===== config.mk =====
export PLATFORM = sky130hd
export DESIGN_NAME = pwm_dual
export DESIGN_NICKNAME = d
export VERILOG_FILES = /design/src/rtl/pwm_pkg.sv /design/src/rtl/pwm_channel.sv /design/src/rtl/pwm_dual.sv
export SDC_FILE = /design/constraint.sdc
export NUM_CORES = 1
export LEC_CHECK = 0
export CAP_MARGIN = 5
export CORE_MARGIN = 1
export CORE_UTILIZATION = 58
export DETAILED_ROUTE_END_ITERATION = 10
export PLACE_DENSITY = 0.88
export SYNTH_ARGS = -nofsm -noshare
export SYNTH_HDL_FRONTEND = slang
export SYNTH_SLANG_ARGS = --single-unit

===== constraint.sdc =====
create_clock -name sysclk -period 5.13 [get_ports sysclk]
set_input_delay 1.026 -clock sysclk [delete_from_list [all_inputs] [get_ports sysclk]]
set_output_delay 1.026 -clock sysclk [all_outputs]
set_load 0.1 [all_outputs]

===== src/rtl/pwm_pkg.sv =====
// Shared widths and constants for the dual-channel PWM, plus the slew helper
// used when PWM_SLEW_EN is defined.
package pwm_pkg;

  localparam int DUTY_W = 6;
  localparam int SLOTS  = 64;
  localparam int PRE_W  = 10;

  typedef logic [DUTY_W-1:0] duty_t;

  // Moves active toward target by at most step; the 7-bit intermediate keeps
  // the difference from wrapping, and clamping to the difference prevents overshoot.
  function automatic duty_t slew_toward(input duty_t active, input duty_t target,
                                        input logic [DUTY_W:0] step);
    logic [DUTY_W:0] a;
    logic [DUTY_W:0] t;
    logic [DUTY_W:0] d;
    a = {1'b0, active};
    t = {1'b0, target};
    if (t > a) begin
      d = t - a;
      if (d > step) d = step;
      slew_toward = duty_t'(a + d);
    end else begin
      d = a - t;
      if (d > step) d = step;
      slew_toward = duty_t'(a - d);
    end
  endfunction

endpackage


===== src/rtl/pwm_channel.sv =====
// One PWM channel: active duty (optionally slew limited under PWM_SLEW_EN) and registered compare.
// Duty takes effect at the boundary edge; the output reflects the same-edge slot and duty.
module pwm_channel
  import pwm_pkg::*;
#(
  parameter int SLEW_STEP = 4
) (
  input  logic              clk,
  input  logic              rst,
  input  logic              boundary,
  input  logic [DUTY_W-1:0] dc,
  input  logic [DUTY_W-1:0] slot_next,
  output logic              pwm
);

  logic [DUTY_W-1:0] duty_q;
  logic [DUTY_W-1:0] duty_next;

`ifdef PWM_SLEW_EN
  localparam logic [DUTY_W:0] STEP = (DUTY_W+1)'(SLEW_STEP);

  always_comb begin
    duty_next = duty_q;
    if (boundary) duty_next = slew_toward(duty_q, dc, STEP);
  end
`else
  logic unused_slew;
  assign unused_slew = (SLEW_STEP != 0);

  always_comb begin
    duty_next = duty_q;
    if (boundary) duty_next = dc;
  end
`endif

  // Comparing next-state values keeps the output aligned with the slot it describes.
  always_ff @(posedge clk) begin
    if (rst) begin
      duty_q <= '0;
      pwm    <= 1'b0;
    end else begin
      duty_q <= duty_next;
      pwm    <= (slot_next < duty_next);
    end
  end

endmodule


===== src/rtl/pwm_dual.sv =====
// Two phase-aligned 64-slot PWM channels sharing one prescaler and slot counter.
// Duty inputs are shadowed until each period boundary; slew limiting via PWM_SLEW_EN.
module pwm_dual
  import pwm_pkg::*;
#(
  parameter int PRESCALE  = 1,
  parameter int SLEW_STEP = 4
) (
  input  logic       sysclk,
  input  logic       Reset_Sw,
  input  logic [5:0] DC_X,
  input  logic [5:0] DC_Y,
  output logic       PWM_X,
  output logic       PWM_Y,
  output logic       Period_Tick
);

  logic [PRE_W-1:0]  pre_cnt;
  logic              slot_en;
  logic [DUTY_W-1:0] slot_q;
  logic [DUTY_W-1:0] slot_next;
  logic              boundary;

  assign slot_en   = (pre_cnt == PRE_W'(PRESCALE - 1));
  assign slot_next = slot_en ? slot_q + DUTY_W'(1) : slot_q;
  assign boundary  = slot_en && (slot_q == DUTY_W'(SLOTS - 1));

  always_ff @(posedge sysclk) begin
    if (Reset_Sw) begin
      pre_cnt     <= '0;
      slot_q      <= '0;
      Period_Tick <= 1'b0;
    end else begin
      pre_cnt     <= slot_en ? '0 : pre_cnt + PRE_W'(1);
      slot_q      <= slot_next;
      Period_Tick <= boundary;
    end
  end

  pwm_channel #(.SLEW_STEP(SLEW_STEP)) u_x (
    .clk       (sysclk),
    .rst       (Reset_Sw),
    .boundary  (boundary),
    .dc        (DC_X),
    .slot_next (slot_next),
    .pwm       (PWM_X)
  );

  pwm_channel #(.SLEW_STEP(SLEW_STEP)) u_y (
    .clk       (sysclk),
    .rst       (Reset_Sw),
    .boundary  (boundary),
    .dc        (DC_Y),
    .slot_next (slot_next),
    .pwm       (PWM_Y)
  );

endmodule


======== After elaboration in Yosys (flattened, before gate mapping) ========
Index checks and enable logic that the tools add are counted.
storage, ports and cells
  register bits ........................... 31
  logic and storage cells ................. 18
  input bits .............................. 14
operators by class
  equal/unequal tests ..................... 1
  $lt $le $gt $ge ......................... 2
  reduce and logical (&&, ||, !) cells .... 3
  multiplexer cells ....................... 3
  add/subtract/negate cells ............... 2
operator list
  operator                 number
  $mux W6                  3
  $lt A6 B6 Y1             2
  $add A10 B1 Y10 const B  1
  $logic_not A10 Y1        1
  $add A6 B1 Y6 const B    1
  $eq A6 B6 Y1 const B     1
  $reduce_or A2 Y1         1
  $logic_and A1 B1 Y1      1

======== Logic depth before layout (Yosys ltp) ========
Gate-level depths: netlist (run 1).
  word-level depth ........................ 4
  depth in mapped cells ................... 13
  gate-level depth less buffers ........... 11

======== Hierarchy ========
From an unflattened synthesis (run 1), not the netlist that was laid out.
unflattened totals
  cell total of the unflattened synthesis .. 167
  area total of the unflattened synthesis .. 1596.5 µm²
by module, submodules not included
  module       times used  cells each  area an instance (µm²)
  pwm_dual     1           99          898.4
  pwm_channel  2           34          349.1

======== Worst setup path before layout (run 1) ========
OpenSTA, ideal clock, no wires.
  path type ............................... register to register
  start ................................... register pre_cnt[0]
  end ..................................... register u_x.pwm
  data required time ...................... 5.056 ns
  period minus slack after synthesis ...... 3.206 ns
  path slack .............................. 1.924 ns
  library setup time ...................... 0.074 ns
  arrival ................................. 3.132 ns
  stages on the path, launching flop included .. 14
  cell sequence ........................... dfxtp_1 > inv_1 > ha_1 > or3b_2 > nor4_4 > and3_1 > clkbuf_4 > buf_2 > mux2i_1 > ha_1 > o311a_2 > a221o_1 > maj3_2 > a31oi_1
on the way
  longest elaborated chain between the ends .. 4
  elaborated cells on any way between the ends .. 5
ends and longest elaborated chain
  element                 RTL line           source
  from (decl)             pwm_dual.sv:18     logic [PRE_W-1:0] pre_cnt;
  from (signal assigned)  pwm_dual.sv:34     pre_cnt <= slot_en ? '0 : pre_cnt + PRE_W'(1);
  $logic_not A10 Y1 *     pwm_dual.sv:24     assign slot_en = (pre_cnt == PRE_W'(PRESCALE - 1));
  $logic_and A1 B1 Y1     pwm_dual.sv:26     assign boundary = slot_en && (slot_q == DUTY_W'(SLOTS - 1));
  $mux W6                 pwm_channel.sv:32  if (boundary) duty_next = dc;
  $lt A6 B6 Y1 *          pwm_channel.sv:43  pwm <= (slot_next < duty_next);
  to (signal assigned)    pwm_channel.sv:43
  to (decl)               pwm_channel.sv:13  output logic pwm
Mark *: on every way between the ends. The rest lies on a longest branch, timed or not.
A chain may end at the register's enable or synchronous reset.

======== Worst setup path in the final report (run 1) ========
Same ends and word-level chain as after synthesis.

==> impl_results.html, run 1 <==
<table>
<tr><th>Metric</th><th>Value</th></tr>
<tr><th colspan="2">Synthesis</th></tr>
<tr><td>Net count of the mapped netlist</td><td>173</td></tr>
<tr><td>Post-Synthesis Mean Instance Area</td><td>slightly below 10 sq um</td></tr>
<tr><td>Post-synth ARST share</td><td>0%</td></tr>
<tr><td>Primary FF master, synth</td><td>dfxtp_1</td></tr>
<tr><td>Number of standard cells after synthesis</td><td>~150</td></tr>
<tr><td>Number of enable flip-flop cells after synthesis</td><td>0</td></tr>
<tr><td>Combined area of all synthesized cells</td><td>~0.0015 sq mm</td></tr>
<tr><td>Unique cell type count in the Yosys netlist</td><td>33</td></tr>
<tr><td>Number of warnings issued by yosys</td><td>0</td></tr>
<tr><td>Sequential element share of the synthesized area</td><td>42.2%</td></tr>
<tr><td>FF+latch count, synth</td><td>31</td></tr>
<tr><th colspan="2">Final layout</th></tr>
<tr><td>Number of diodes</td><td>0</td></tr>
<tr><td>Synth-to-layout area growth</td><td>13.7%</td></tr>
<tr><td>Final Util</td><td>~73%</td></tr>
<tr><td>Count of nets after finishing</td><td>190</td></tr>
<tr><td>Fraction of layout instances using a drive strength above 1</td><td>between 10% and 20%</td></tr>
<tr><th colspan="2">Run</th></tr>
<tr><td>Number of maximum-capacitance constraint violations</td><td>0</td></tr>
<tr><th colspan="2">Status</th></tr>
<tr><td>Run status</td><td>complete, no violations</td></tr>
<tr><th colspan="2">Setup path</th></tr>
<tr><td>Kind of critical path</td><td>flip-flop to flip-flop</td></tr>
<tr><td>Gate family responsible for the most delay along the worst path</td><td>simple AND/OR/NAND/NOR gates</td></tr>
<tr><td>Kind of start point of the critical path</td><td>flip-flop</td></tr>
<tr><td>Critical path cell sequence</td><td>inv_1, ha_1, or3b_2, nor4_4, and3_1, mux2i_1, ha_1, o311a_2, a221o_1, maj3_2, a31oi_1</td></tr>
<tr><td>Largest stage delay on the critical path</td><td>710 ps</td></tr>
<tr><td>Critical-path top delay cell</td><td>and3_1</td></tr>
<tr><td>R2R Path End</td><td>u_x.pwm$_SDFF_PP0_</td></tr>
<tr><td>Critical path origin</td><td>pre_cnt[0]$_SDFF_PP0_</td></tr>
<tr><td>Worst EP required</td><td>5370 ps</td></tr>
<tr><td>Reg2Reg Launch Point</td><td>pre_cnt[0]$_SDFF_PP0_</td></tr>
<tr><td>Crit path arrival time</td><td>around 4100 ps</td></tr>
<tr><td>Max Fanout on Critical Path</td><td>12</td></tr>
<tr><td>Type of element capturing the critical path</td><td>flip-flop</td></tr>
<tr><td>Slack of the worst reg-to-reg path</td><td>1250 ps</td></tr>
<tr><td>Worst reg2reg path depth</td><td>11</td></tr>
<tr><td>Buffers and inverters on the worst path</td><td>1</td></tr>
<tr><td>Number of gates on the worst path with buffers counted</td><td>11</td></tr>
<tr><td>End point of the critical path</td><td>u_x.pwm$_SDFF_PP0_</td></tr>
<tr><td>Most frequent cell on the critical path</td><td>ha_1</td></tr>
<tr><th colspan="2">Routing</th></tr>
<tr><td>Total wire length</td><td>approximately 2400 microns</td></tr>
<tr><td>Antenna-violating nets left</td><td>0</td></tr>
<tr><td>Detailed router's first-iteration violation count</td><td>9</td></tr>
<tr><td>Via density per instance</td><td>between 5 and 6</td></tr>
<tr><td>Total vias in the final route</td><td>just over 1000</td></tr>
<tr><td>Number of iterations in the first detailed-routing pass</td><td>4</td></tr>
<tr><td>Remaining design rule violation count</td><td>0</td></tr>
<tr><td>Routed len/inst</td><td>12.7 microns</td></tr>
<tr><th colspan="2">STA</th></tr>
<tr><td>Setup repair after global routing missed its margin</td><td>no</td></tr>
<tr><td>Max transition margin</td><td>between 30% and 40%</td></tr>
<tr><td>Max Transition Viols Final</td><td>0</td></tr>
<tr><td>Final setup TNS</td><td>0 ps</td></tr>
<tr><td>Transition time of the tightest slew-check pin</td><td>960 ps</td></tr>
<tr><td>Skew final</td><td>between 8 and 9 ps</td></tr>
<tr><td>Time the final worst path needs with I/O delays and setup</td><td>between 3000 and 4000 ps</td></tr>
<tr><td>Final number of setup-violating endpoints</td><td>0</td></tr>
<tr><td>Final hold viol count</td><td>0</td></tr>
<tr><td>Peak Freq</td><td>around 260 MHz</td></tr>
<tr><td>Final period utilization</td><td>around three quarters</td></tr>
<tr><th colspan="2">Die</th></tr>
<tr><td>Initial standard-cell utilization of the core</td><td>roughly 64%</td></tr>
<tr><td>Rows</td><td>17</td></tr>
<tr><td>Die width</td><td>between 50 and 60 microns</td></tr>
<tr><td>Die Footprint</td><td>around 0.0027 sq mm</td></tr>
<tr><td>Standard cell core area</td><td>roughly 0.0023 sq mm</td></tr>
<tr><td>Height of the chip</td><td>52.3 microns</td></tr>
<tr><td>Number of ports placed on the die boundary</td><td>17</td></tr>
<tr><th colspan="2">CTS</th></tr>
<tr><td>Post-CTS repair timing setup buffer count</td><td>0</td></tr>
<tr><td>Number of buffers inserted by hold repair at cts</td><td>0</td></tr>
<tr><td>Total CTS buffers</td><td>5</td></tr>
<tr><td>CTS sink count</td><td>31</td></tr>
<tr><td>Clock root buffer master</td><td>clkbuf_4</td></tr>
<tr><td>Clock input transition at the sequential cells of the worst setup and hold paths</td><td>roughly 80 ps</td></tr>
<tr><td>Resize count post-CTS</td><td>0</td></tr>
<tr><td>Clock latency on the worst-skew pair</td><td>slightly above 300 ps</td></tr>
<tr><td>H-tree depth</td><td>2</td></tr>
<tr><td>TritonCTS clock tree</td><td>built</td></tr>
<tr><td>Clk buf depth</td><td>2</td></tr>
<tr><th colspan="2">Worst hold path</th></tr>
<tr><td>Class of the tightest hold or removal check</td><td>flip-flop to flip-flop</td></tr>
<tr><th colspan="2">Pwr</th></tr>
<tr><td>Lkg Pwr</td><td>between 0.6 and 0.7 nW</td></tr>
<tr><td>Power density normalized to cell area</td><td>approximately 260 mW/mm^2</td></tr>
<tr><td>Largest vdd supply drop</td><td>roughly 0.00018 V</td></tr>
<tr><th colspan="2">Placement</th></tr>
<tr><td>Routability-driven placement congestion ratio</td><td>between 0.8 and 0.9</td></tr>
<tr><td>I/O Buffers</td><td>16</td></tr>
<tr><td>Dpl hpwl</td><td>roughly 1800 microns</td></tr>
<tr><th colspan="2">Global route</th></tr>
<tr><td>Wire length of the first global-routing pass</td><td>approximately 4400 microns</td></tr>
<tr><td>Via count of the first global-routing pass</td><td>between 1000 and 1500</td></tr>
<tr><td>Leftover overflow at the end of global routing</td><td>0</td></tr>
<tr><td>Number of antenna violations at the first check in global routing</td><td>0</td></tr>
<tr><td>Total global routing track utilization</td><td>22.3%</td></tr>
<tr><td>Largest net degree at the start of global routing</td><td>24</td></tr>
</table>
-- area by class of cell --
class | instances | area, sq um
clock buffers | 6 | 41.3
fillers | 178 | 626
inverters | 5 | 18.8
multi-input cells | 106 | 796
flip-flops and latches | 31 | 621
well taps | 28 | 35.0
repair buffers | 16 | 160
-- cell families (layout without fill, tap and decap cells) --
logic type	after synthesis	count (layout)	synth area share [%]
AND/OR/NAND/NOR	55	55	19.8
flip-flops	31	31	42.2
adder cells (fa/ha/maj)	13	13	10.9
XOR/XNOR	13	13	7.74
multiplexers	13	13	8.94
AO/OA/AOI/OAI	12	12	6.72
buffers and inverters	11	27	3.66
-- cell usage after synthesis (all sizes together), types with 2 or more instances --
cell	instances	area [sq um]
a31oi	2	12.5
inv	5	18.8
nor2b	5	31.3
o311a	2	22.5
maj3	2	22.5
nand3	5	25.0
xnor2	8	70.1
and3	5	33.8
nand4	3	18.8
ha	11	138
a211o	2	18.8
a221o	2	20.0
buf	2	16.3
clkbuf	4	18.8
dfxtp	31	621
o211ai	2	15.0
nor2	26	97.6
mux2i	12	120
xor2	5	43.8
nand2	4	15.0
a21oi	2	10.0
-- placed cells by master (no fill, tap or decap), types with 2 or more instances in the layout --
cell	n
clkbuf_4	5
nor2_1	26
a21oi_1	2
nor2b_1	5
xnor2_1	8
maj3_2	2
o311a_2	2
and3_2	2
mux2i_1	12
xor2_1	5
dfxtp_1	31
a31oi_1	2
inv_1	5
a221o_1	2
clkdlybuf4s50_1	16
nand4_1	3
nand2_1	4
nand3_1	5
o211ai_1	2
and3_1	3
ha_1	11
-- sequential cells by signal, summed over array words and instances, names as in the netlist --
register / flops
Period_Tick: 1
pre_cnt: 10
slot_q: 6
u_x.duty_q: 6
u_x.pwm: 1
u_y.duty_q: 6
u_y.pwm: 1
-- through the flow --
stage | std cells | hold WS [ps] | instance area (sq um) | power [mW] | worst slack, ps
2_1_floorplan | 148 | 437 | 1470 | 0.298 | 1920
3_3_place_gp | 186 | 450 | 1630 | 0.317 | 1360
3_5_place_dp | 186 | 461 | 1630 | 0.319 | 1280
4_1_cts | 192 | 481 | 1670 | 0.439 | 1250
5_1_grt | 192 | 502 | 1670 | 0.455 | 912
6_report | 192 | 484 | 1670 | 0.433 | 1250
-- routing by layer --
layer | global-route usage [%] | wire length, microns | vias to the layer above
li1 | - | - | 547
met1 | 26.7 | 1210 | 468
met2 | 37.3 | 1130 | 17
met3 | 6.09 | 77 | 2
met4 | 9.21 | 17 | 0
met5 | 0 | 0 | -
-- report_power, final --
group / total (mW) / switching, mW / leakage (nW) / internal (mW)
Sequential: 0.248 / 0.00308 / 0.251 / 0.245
Combinational: 0.0653 / 0.0340 / 0.336 / 0.0314
Clock: 0.120 / 0.0713 / 0.0242 / 0.0487
Total: 0.433 / 0.108 / 0.611 / 0.325
-- worst min-delay path by stage --
stage          cells after the start             startpoint                    end  slack (ps)
2_1_floorplan                      1  pre_cnt[0]$_SDFF_PP0_  pre_cnt[0]$_SDFF_PP0_         440
3_3_place_gp                       1  pre_cnt[0]$_SDFF_PP0_  pre_cnt[0]$_SDFF_PP0_         450
3_5_place_dp                       1  pre_cnt[0]$_SDFF_PP0_  pre_cnt[0]$_SDFF_PP0_         460
4_1_cts                            1  pre_cnt[0]$_SDFF_PP0_  pre_cnt[0]$_SDFF_PP0_         480
5_1_grt                            1  pre_cnt[0]$_SDFF_PP0_  pre_cnt[0]$_SDFF_PP0_         500
6_report                           1  pre_cnt[0]$_SDFF_PP0_  pre_cnt[0]$_SDFF_PP0_         480
-- worst register-to-register path: stages (launching register included) --
cell and delay (ps):
dfxtp_1 350, inv_1 70, ha_1 160, or3b_2 480, nor4_4 480, and3_1 720, mux2i_1 330, ha_1 280
o311a_2 140, a221o_1 350, maj3_2 320, a31oi_1 150
Power figures use the tool's default switching activity.
==> run 2: changes to the inputs <==
- CORE_UTILIZATION: 58 -> 54
- PLACE_DENSITY: 0.88 -> 0.83
- clock period: 5.13 -> 3.7 ns (I/O delays scaled with it)
==> run 2 against run 1 <==
Sequential share of layout area decreased by 1.1 points. Fmax increased by 19%. Wire length increased by 6.7%. Critical path depth unchanged. Sequential power increased by 39%. Clock power increased by 87%. Largest cell class unchanged. Critical path type unchanged. Count of clock-buffer cells in the layout increased by 2.
==> impl_results.html, run 2 (synthesis results as in run 1) <==
<table>
<tr><th>Metric</th><th>Value</th></tr>
<tr><th colspan="2">CTS</th></tr>
<tr><td>Clk buf depth</td><td>2</td></tr>
<tr><td>Number of buffers inserted by hold repair at cts</td><td>0</td></tr>
<tr><td>Resize count post-CTS</td><td>0</td></tr>
<tr><td>Clock input transition at the sequential cells of the worst setup and hold paths</td><td>90 ps</td></tr>
<tr><td>Post-CTS repair timing setup buffer count</td><td>0</td></tr>
<tr><td>H-tree depth</td><td>2</td></tr>
<tr><td>Clock latency on the worst-skew pair</td><td>about 330 ps</td></tr>
<tr><td>TritonCTS clock tree</td><td>built</td></tr>
<tr><td>Clock root buffer master</td><td>clkbuf_4</td></tr>
<tr><td>CTS sink count</td><td>31</td></tr>
<tr><td>Total CTS buffers</td><td>5</td></tr>
<tr><th colspan="2">STA</th></tr>
<tr><td>Final period utilization</td><td>between 80% and 90%</td></tr>
<tr><td>Transition time of the tightest slew-check pin</td><td>slightly below 1000 ps</td></tr>
<tr><td>Max transition margin</td><td>between 30% and 40%</td></tr>
<tr><td>Final number of setup-violating endpoints</td><td>0</td></tr>
<tr><td>Final hold viol count</td><td>0</td></tr>
<tr><td>Final setup TNS</td><td>0 ps</td></tr>
<tr><td>Setup repair after global routing missed its margin</td><td>no</td></tr>
<tr><td>Time the final worst path needs with I/O delays and setup</td><td>between 3000 and 4000 ps</td></tr>
<tr><td>Skew final</td><td>roughly 4.7 ps</td></tr>
<tr><td>Max Transition Viols Final</td><td>0</td></tr>
<tr><td>Peak Freq</td><td>a little over 300 MHz</td></tr>
<tr><th colspan="2">Final layout</th></tr>
<tr><td>Number of diodes</td><td>0</td></tr>
<tr><td>Largest register FFs</td><td>10</td></tr>
<tr><td>Fill count</td><td>~220</td></tr>
<tr><td>Commonest non-fill, non-tap cell in the layout</td><td>dfxtp_1</td></tr>
<tr><td>Fraction of layout instances using a drive strength above 1</td><td>14.2%</td></tr>
<tr><td>Combined flip-flop and latch cell area</td><td>just over 600 sq um</td></tr>
<tr><td>Layout Cells excl Fill</td><td>slightly below 200</td></tr>
<tr><td>Total area of multi-input combinational cells</td><td>about 800 sq um</td></tr>
<tr><td>Count of nets after finishing</td><td>193</td></tr>
<tr><td>Reg with most FFs</td><td>pre_cnt</td></tr>
<tr><td>Commonest cells after routing, fill and taps aside</td><td>dfxtp_1 (31), nor2_1 (26), clkdlybuf4s50_1 (16)</td></tr>
<tr><td>Final Util</td><td>68.4%</td></tr>
<tr><td>Synth-to-layout area growth</td><td>17.3%</td></tr>
<tr><td>Finished Cell Area</td><td>0.00172 sq mm</td></tr>
<tr><th colspan="2">Setup path</th></tr>
<tr><td>Critical-path top delay cell</td><td>or3b_2</td></tr>
<tr><td>Type of element capturing the critical path</td><td>flip-flop</td></tr>
<tr><td>Crit path arrival time</td><td>around 3500 ps</td></tr>
<tr><td>Gate family responsible for the most delay along the worst path</td><td>simple AND/OR/NAND/NOR gates</td></tr>
<tr><td>Buffers and inverters on the worst path</td><td>1</td></tr>
<tr><td>Reg2Reg Launch Point</td><td>pre_cnt[0]$_SDFF_PP0_</td></tr>
<tr><td>Max Fanout on Critical Path</td><td>7</td></tr>
<tr><td>Worst reg2reg path depth</td><td>11</td></tr>
<tr><td>R2R Path End</td><td>u_x.pwm$_SDFF_PP0_</td></tr>
<tr><td>Worst EP required</td><td>a little under 4000 ps</td></tr>
<tr><td>Most frequent cell on the critical path</td><td>ha_1</td></tr>
<tr><td>Number of gates on the worst path with buffers counted</td><td>11</td></tr>
<tr><td>Kind of start point of the critical path</td><td>flip-flop</td></tr>
<tr><td>Kind of critical path</td><td>flip-flop to flip-flop</td></tr>
<tr><td>Largest stage delay on the critical path</td><td>480 ps</td></tr>
<tr><td>Critical path cell sequence</td><td>inv_1, ha_1, or3b_2, nor4_4, and3_1, mux2i_1, ha_1, o311a_2, a221o_1, maj3_2, a31oi_1</td></tr>
<tr><td>Slack of the worst reg-to-reg path</td><td>roughly 430 ps</td></tr>
<tr><td>Critical path origin</td><td>pre_cnt[0]$_SDFF_PP0_</td></tr>
<tr><th colspan="2">Placement</th></tr>
<tr><td>Total instance count after detailed placement</td><td>~190</td></tr>
<tr><td>Routability-driven placement congestion ratio</td><td>0.817</td></tr>
<tr><td>I/O Buffers</td><td>16</td></tr>
<tr><td>Post-DP Area</td><td>0.00166 sq mm</td></tr>
<tr><td>Dpl hpwl</td><td>1980 microns</td></tr>
<tr><th colspan="2">Worst hold path</th></tr>
<tr><td>Class of the tightest hold or removal check</td><td>flip-flop to flip-flop</td></tr>
<tr><td>Hold Path Stages</td><td>1</td></tr>
<tr><td>Hold endpoint</td><td>pre_cnt[0]$_SDFF_PP0_</td></tr>
<tr><td>Startpoint of the most critical hold path</td><td>pre_cnt[0]$_SDFF_PP0_</td></tr>
<tr><th colspan="2">Die</th></tr>
<tr><td>Standard cell core area</td><td>between 0.002 and 0.003 sq mm</td></tr>
<tr><td>Die width</td><td>~54 microns</td></tr>
<tr><td>Height of the chip</td><td>roughly 54 microns</td></tr>
<tr><td>Initial standard-cell utilization of the core</td><td>around 58%</td></tr>
<tr><td>Die Footprint</td><td>0.00293 sq mm</td></tr>
<tr><td>Rows</td><td>18</td></tr>
<tr><td>Number of ports placed on the die boundary</td><td>17</td></tr>
<tr><th colspan="2">Pwr</th></tr>
<tr><td>Share of total power in the clock network</td><td>around a third</td></tr>
<tr><td>Reg power frac</td><td>52.2%</td></tr>
<tr><td>Internal power summed over all cells</td><td>between 0.4 and 0.5 mW</td></tr>
<tr><td>Switching component of the power</td><td>about 0.16 mW</td></tr>
<tr><td>Power density normalized to cell area</td><td>382 mW/mm^2</td></tr>
<tr><td>Logic gate share of total power</td><td>13.7%</td></tr>
<tr><td>Largest vdd supply drop</td><td>approximately 0.00027 V</td></tr>
<tr><td>Total power</td><td>approximately 0.66 mW</td></tr>
<tr><td>Lkg Pwr</td><td>0.640 nW</td></tr>
<tr><td>Sw Share</td><td>between 20 and 25%</td></tr>
<tr><th colspan="2">Routing</th></tr>
<tr><td>Total wire length</td><td>around 2600 microns</td></tr>
<tr><td>Remaining design rule violation count</td><td>0</td></tr>
<tr><td>Via density per instance</td><td>~5.5</td></tr>
<tr><td>Detailed router's first-iteration violation count</td><td>15</td></tr>
<tr><td>Total vias in the final route</td><td>1098</td></tr>
<tr><td>Number of iterations in the first detailed-routing pass</td><td>3</td></tr>
<tr><td>Routed len/inst</td><td>13.1 microns</td></tr>
<tr><td>Antenna-violating nets left</td><td>0</td></tr>
<tr><th colspan="2">Global route</th></tr>
<tr><td>Wire length of the first global-routing pass</td><td>about 4400 microns</td></tr>
<tr><td>Number of antenna violations at the first check in global routing</td><td>0</td></tr>
<tr><td>Largest net degree at the start of global routing</td><td>13</td></tr>
<tr><td>Via count of the first global-routing pass</td><td>slightly above 1000</td></tr>
<tr><td>Total global routing track utilization</td><td>roughly 22%</td></tr>
<tr><td>Leftover overflow at the end of global routing</td><td>0</td></tr>
<tr><th colspan="2">Run</th></tr>
<tr><td>Number of maximum-capacitance constraint violations</td><td>0</td></tr>
<tr><th colspan="2">Status</th></tr>
<tr><td>Run status</td><td>complete, no violations</td></tr>
</table>
-- run 2: metal layers --
metal	GRT usage [%]	wire, microns
met3	5.93	106
met5	0	0
met2	36.2	1220
met1	25.0	1220
met4	14.1	58
-- run 2: how the worst max path moves through the flow --
stage,end,slack (ps)
finish,u_x.pwm$_SDFF_PP0_,430
detailed placement,u_x.pwm$_SDFF_PP0_,430
global route,u_x.pwm$_SDFF_PP0_,220
floorplan,u_x.pwm$_SDFF_PP0_,490
CTS,u_x.pwm$_SDFF_PP0_,400
global placement,u_x.pwm$_SDFF_PP0_,540
-- run 2: area by class of cell --
cell class	instances	area share (%)
Tap cell	30	2.18
Sequential cell	31	36.0
Clock buffer	8	3.99
Multi-Input combinational cell	106	46.2
Timing Repair Buffer	19	10.6
Inverter	5	1.09
-- run 2: stage by stage --
| stage | setup WS, ps | hold slack [ps] |
|---|---|---|
| CTS | 403 | 507 |
| floorplan | 494 | 437 |
| global placement | 543 | 453 |
| global route | 221 | 532 |
| detailed placement | 432 | 483 |
| finish | 425 | 500 |
-- run 2: power groups by stage --
stage,Sequential (mW),Combinational [mW],Clock (mW)
6_report,0.344,0.0903,0.225
5_1_grt,0.345,0.0968,0.245
4_1_cts,0.344,0.0909,0.231
3_5_place_dp,0.352,0.0903,0
3_3_place_gp,0.351,0.0883,0
2_1_floorplan,0.374,0.0383,0
